==> config.mk <==
export PLATFORM = sky130hd
export DESIGN_NAME = instr_fetch_queue
export DESIGN_NICKNAME = d
export VERILOG_FILES = /design/src/rtl/fetch_pkg.sv /design/src/rtl/sync_fifo.sv /design/src/rtl/instr_fetch_queue.sv
export SDC_FILE = /design/constraint.sdc
export NUM_CORES = 1
export LEC_CHECK = 0
export ABC_AREA = 1
export CORE_UTILIZATION = 40
export DETAILED_ROUTE_END_ITERATION = 10
export PLACE_DENSITY = 0.61
export SLEW_MARGIN = 40
export SYNTH_ARGS = -nofsm -noshare
export SYNTH_HDL_FRONTEND = slang
export SYNTH_SLANG_ARGS = --single-unit
==> constraint.sdc <==
create_clock -name clk -period 5.79 [get_ports clk]
set_clock_uncertainty 0.05 [all_clocks]
set_input_delay 1.158 -clock clk [delete_from_list [all_inputs] [get_ports clk]]
set_output_delay 1.158 -clock clk [all_outputs]
set_load 0.1 [all_outputs]
==> src/rtl/fetch_pkg.sv <==
// Shared types and helpers for the instruction fetch front end.
// Provides the fetch queue entry layout, the PC increment and a count-width helper.
package fetch_pkg;

   localparam int unsigned FETCH_XLEN = 32;
   localparam int unsigned PC_STEP    = 4;

   typedef struct packed {
      logic [FETCH_XLEN-1:0] pc;
      logic [FETCH_XLEN-1:0] instr;
   } fetch_entry_t;

   // Bits needed to hold a count in 0..depth inclusive.
   function automatic int unsigned cnt_width(input int unsigned depth);
      return $clog2(depth + 1);
   endfunction

endpackage

==> src/rtl/sync_fifo.sv <==
// Synchronous FIFO with synchronous reset, a one-cycle flush and an occupancy count.
// Ports: clk, reset, clear, push/push_data, pop/pop_data (zero when empty), count.
module sync_fifo
   import fetch_pkg::*;
#(
   parameter int unsigned WIDTH = 32,
   parameter int unsigned DEPTH = 4
) (
   input  logic                           clk,
   input  logic                           reset,
   input  logic                           clear,
   input  logic                           push,
   input  logic [WIDTH-1:0]               push_data,
   input  logic                           pop,
   output logic [WIDTH-1:0]               pop_data,
   output logic [cnt_width(DEPTH)-1:0]    count
);

   localparam int unsigned CW = cnt_width(DEPTH);
   localparam int unsigned AW = $clog2(DEPTH);

   logic [WIDTH-1:0] mem [DEPTH];
   logic [AW-1:0]    wr_ptr;
   logic [AW-1:0]    rd_ptr;
   logic             empty;
   logic             full;
   logic             do_push;
   logic             do_pop;

   assign empty   = (count == '0);
   assign full    = (count == CW'(DEPTH));
   assign do_pop  = pop & ~empty;
   // A full queue still accepts a push when the head leaves the same cycle.
   assign do_push = push & (~full | do_pop);

   assign pop_data = empty ? '0 : mem[rd_ptr];

   always_ff @(posedge clk) begin
      if (do_push) begin
         mem[wr_ptr] <= push_data;
      end
   end

   always_ff @(posedge clk) begin
      if (reset || clear) begin
         wr_ptr <= '0;
         rd_ptr <= '0;
         count  <= '0;
      end else begin
         if (do_push) begin
            wr_ptr <= wr_ptr + AW'(1);
         end
         if (do_pop) begin
            rd_ptr <= rd_ptr + AW'(1);
         end
         count <= count + CW'(do_push) - CW'(do_pop);
      end
   end

   a_no_overflow: assert property (
      @(posedge clk) disable iff (reset)
      !(push && full && !pop && !clear)
   );

endmodule

==> src/rtl/instr_fetch_queue.sv <==
// Pipelined instruction fetch: PC generation, credit-limited memory requests and a prefetch queue.
// Ports: clk/reset, redirect_*, imem_req_* / imem_rsp_* to memory, instr_* valid/ready to decode.
module instr_fetch_queue
   import fetch_pkg::*;
#(
   parameter int unsigned      XLEN     = 32,
   parameter int unsigned      DEPTH    = 4,
   parameter logic [XLEN-1:0]  RESET_PC = '0
) (
   input  logic            clk,
   input  logic            reset,
   input  logic            redirect_valid,
   input  logic [XLEN-1:0] redirect_pc,
   output logic            imem_req_valid,
   input  logic            imem_req_ready,
   output logic [XLEN-1:0] imem_req_addr,
   input  logic            imem_rsp_valid,
   input  logic [XLEN-1:0] imem_rsp_data,
   output logic            instr_valid,
   input  logic            instr_ready,
   output logic [XLEN-1:0] instr_pc,
   output logic [XLEN-1:0] instr_data
);

   // Stale tags from flushed fetches share the tag queue with live ones,
   // so it holds two windows' worth; issue also stops if it ever fills.
   localparam int unsigned TAGS = 2 * DEPTH;
   localparam int unsigned QW   = cnt_width(DEPTH);
   localparam int unsigned IW   = cnt_width(TAGS);

   logic [XLEN-1:0] fetch_pc;
   logic [QW-1:0]   q_count;
   logic [IW-1:0]   inflight;
   logic [IW-1:0]   inflight_nxt;
   logic [IW-1:0]   discard;
   logic [IW-1:0]   live;
   logic [IW:0]     used;
   logic [XLEN-1:0] tag_head;
   logic            issue_ok;
   logic            req_fire;
   logic            stale;
   logic            keep;
   fetch_entry_t    ent_in;
   fetch_entry_t    ent_out;

   assign live     = inflight - discard;
   assign used     = {1'b0, live} + (IW+1)'(q_count);
   assign issue_ok = !redirect_valid
                   && (used < (IW+1)'(DEPTH))
                   && (inflight < IW'(TAGS));
   assign req_fire = issue_ok & imem_req_ready;
   assign stale    = (discard != '0);
   assign keep     = imem_rsp_valid & ~stale & ~redirect_valid;

   assign inflight_nxt = inflight + IW'(req_fire) - IW'(imem_rsp_valid);

   assign imem_req_valid = issue_ok;
   assign imem_req_addr  = fetch_pc;

   always_ff @(posedge clk) begin
      if (reset) begin
         fetch_pc <= RESET_PC;
      end else if (redirect_valid) begin
         fetch_pc <= redirect_pc & ~XLEN'(3);
      end else if (req_fire) begin
         fetch_pc <= fetch_pc + XLEN'(PC_STEP);
      end
   end

   // On redirect everything still outstanding becomes stale.
   always_ff @(posedge clk) begin
      if (reset) begin
         discard <= '0;
      end else if (redirect_valid) begin
         discard <= inflight_nxt;
      end else if (imem_rsp_valid && stale) begin
         discard <= discard - IW'(1);
      end
   end

   assign ent_in.pc    = tag_head;
   assign ent_in.instr = imem_rsp_data;

   // Tag queue: its occupancy is the in-flight request count.
   sync_fifo #(
      .WIDTH (XLEN),
      .DEPTH (TAGS)
   ) u_pc_q (
      .clk       (clk),
      .reset     (reset),
      .clear     (1'b0),
      .push      (req_fire),
      .push_data (fetch_pc),
      .pop       (imem_rsp_valid),
      .pop_data  (tag_head),
      .count     (inflight)
   );

   sync_fifo #(
      .WIDTH ($bits(fetch_entry_t)),
      .DEPTH (DEPTH)
   ) u_out_q (
      .clk       (clk),
      .reset     (reset),
      .clear     (redirect_valid),
      .push      (keep),
      .push_data (ent_in),
      .pop       (instr_ready),
      .pop_data  (ent_out),
      .count     (q_count)
   );

   assign instr_valid = (q_count != '0);
   assign instr_pc    = ent_out.pc;
   assign instr_data  = ent_out.instr;

endmodule

==> impl_metrics.env <==
export IMPL_via_per_inst=5.15
export IMPL_hold_path_class="flop to flop"
export IMPL_multi_input_area_mm2=0.00627
export IMPL_synth_edf_count=488
export IMPL_tns_ps=0
export IMPL_synth_area_per_cell_um2=11.1
export IMPL_syn_inst=2055
export IMPL_tightest_slew_ps=836
export IMPL_drcViolationCount=0
export IMPL_worstSkewPairLatency_ps=610
export IMPL_post_route_min_period_ps=4440
export IMPL_yosysSeqAreaShare=0.693
export IMPL_report_final_hold_viol_count=0
export IMPL_p_per_area_mw_per_mm2=399
export IMPL_synth_top_area_cell="edfxtp_1"
export IMPL_synth_top_area_frac=0.644
export IMPL_cts_sink_count=544
export IMPL_final_layout_size_suffix_gt1_frac=0.105
export IMPL_dieHeight_um=241
export IMPL_outcome="complete, no violations"
export IMPL_slew_viol_final=0
export IMPL_synth_top_cells_by_area="edfxtp_1 (64%), nor2_1 (9.3%), o21ai_0 (5.1%), dfxtp_1 (4.9%), nand2_1 (3.6%)"
export IMPL_io_pins=168
export IMPL_track_usage=0.186
export IMPL_yosys_most_used_dff="edfxtp_1"
export IMPL_grt_max_degree=95
export IMPL_clock_fmax_ghz=0.225
export IMPL_setup_viol=0
export IMPL_ir_drop_mv=0.399
export IMPL_async_flop_share=0
export IMPL_critPathKind="flop to output port"
export IMPL_rows=87
export IMPL_path_common_cell="buf_4"
export IMPL_cts_hold_buf=0
export IMPL_placedCellCount=2884
export IMPL_routed_via_count=15400
export IMPL_antenna_found_initial=1
export IMPL_synth_cell_types=34
export IMPL_fillerInstances=5083
export IMPL_cp_cell_sequence="buf_4 > buf_4 > nor2_1 > nor2_1 > o21ai_0 > a21oi_1 > buf_4"
export IMPL_start_util=0.405
export IMPL_yosysWarningCount=0
export IMPL_final_nets=2284
export IMPL_fin_crit_sh=0.767
export IMPL_cts_htree_levels=2
export IMPL_numCtsBuffers=56
export IMPL_cts_root_buffer="clkbuf_16"
export IMPL_cts_setup_buffers=0
export IMPL_dpl_cell_area_mm2=0.0249
export IMPL_die_area_mm2=0.0579
export IMPL_drtIter0Drc=1066
export IMPL_required_ps=4580
export IMPL_first_global_vias=14800
export IMPL_end_kind="output port"
export IMPL_cp_max_fo=52
export IMPL_synth_seq_cells=544
export IMPL_n_antenna_cell=0
export IMPL_p_sw_mw=3.39
export IMPL_final_cells=2986
export IMPL_leakage_nw=9.39
export IMPL_p_seq_frac=0.455
export IMPL_port_buffers=161
export IMPL_grt_setup_unrepaired="no"
export IMPL_hpwl_um=31300
export IMPL_pwr_share_clk=0.323
export IMPL_netlist_area_mm2=0.0228
export IMPL_drt_pass1_iter_count=5
export IMPL_start_kind="flop"
export IMPL_gp_congestion=0.835
export IMPL_worstPathArrival_ps=3230
export IMPL_finalWirelength_um=54600
export IMPL_grt_pass1_wl_um=83000
export IMPL_cp_slowest_stage_delay_ps=570
export IMPL_timing_slew_headroom=0.443
export IMPL_intPower_mw=7.21
export IMPL_seqCellArea_mm2=0.0158
export IMPL_final_area_mm2=0.0266
export IMPL_maxCapViolations=0
export IMPL_synthToLayoutAreaGrowth_pct=16.8
export IMPL_p_comb_frac=0.222
export IMPL_cts_tree="yes"
export IMPL_core_area_mm2=0.0563
export IMPL_ant_nets=0
export IMPL_mostFrequentLayoutCell="nor2_1"
export IMPL_clk_pin_slew_ps=60
export IMPL_die_w_um=241
export IMPL_overflow=0
export IMPL_cts_resized=0
export IMPL_final_cell_mix="nor2_1 (558), edfxtp_1 (488), o21ai_0 (234)"
export IMPL_cts_buffer_depth=3
export IMPL_p_sw_frac=0.320
export IMPL_routedWlPerCell_um=18.3
export IMPL_crit_slowest_cell="buf_4"
-- power groups by stage --
stage	clock network, mW	registers, mW	logic [mW]
global route	3.64	4.85	2.60
floorplan	0	4.95	1.64
global placement	0	4.90	2.33
CTS	3.51	4.83	2.37
detailed placement	0	4.91	2.37
finish	3.43	4.83	2.35
-- registers in the layout (all words and copies together), names as in the netlist, named ones only --
signal,flops
u_out_q.rd_ptr,2
u_pc_q.count,4
u_out_q.mem,248
u_pc_q.mem,240
discard,4
u_pc_q.rd_ptr,3
u_out_q.count,3
u_out_q.wr_ptr,2
u_pc_q.wr_ptr,3
imem_req_addr,30
-- Yosys cell counts, types with 13 or more instances --
cell type and instances:
a21oi_1 92, buf_2 18, clkbuf_1 83, dfxtp_1 56, edfxtp_1 488, ha_1 24, inv_1 73, nand2_1 221
nand3_1 62, nand3b_1 13, nor2_1 562, o21ai_0 234, o32ai_1 60
-- cell families after synthesis --
kind of cell,count (synthesis),share of synthesized area
flops,544,0.693
fa+ha+maj,28,0.0167
compound gates,391,0.0962
other cells,1,0.000165
buf+inv,197,0.0355
xor+xnor,13,0.00500
simple gates,881,0.154
-- final cells by class --
type	instances	area share
multi-input combinational	1317	0.236
inverter	79	0.0112
sequential	544	0.593
clock inverter	31	0.0101
clock buffer	71	0.0556
tap	756	0.0356
timing repair buffer	188	0.0585
-- stage by stage --
step / utilization / setup WS [ps] / hold slack (ps) / power [mW]
6_report: 0.473 / 1350 / 404 / 10.6
5_1_grt: 0.473 / 1120 / 440 / 11.1
4_1_cts: 0.473 / 1240 / 410 / 10.7
3_5_place_dp: 0.442 / 1120 / 400 / 7.28
3_3_place_gp: 0.445 / 1120 / 394 / 7.23
2_1_floorplan: - / 972 / 383 / 6.58
-- per-layer routing --
layer,vias up,GRT usage,wire length [um]
met5,-,0,0
met4,0,0.0558,1140
met3,81,0.0276,3040
met2,400,0.315,26200
met1,7464,0.249,24200
li1,7433,-,-
-- critical path: cells and delay by family (launching register included) --
family                 cells  cell delay (ps)
buffers and inverters      3             1450
and+or+nand+nor            2              200
AOI/OAI and AO/OA          2              370
DFF                        1              540
-- final timing paths --
kind	slack (ps)	end	from	cells past startpoint
max	1350	instr_pc[23]	flop	7
min	400	flop	u_pc_q.rd_ptr[2]	2
max reg2reg	1590	discard[2]	u_pc_q.count[0]	18
min reg2reg	400	flop	u_pc_q.rd_ptr[2]	2
No activity file was read; power rests on OpenSTA's default activity.
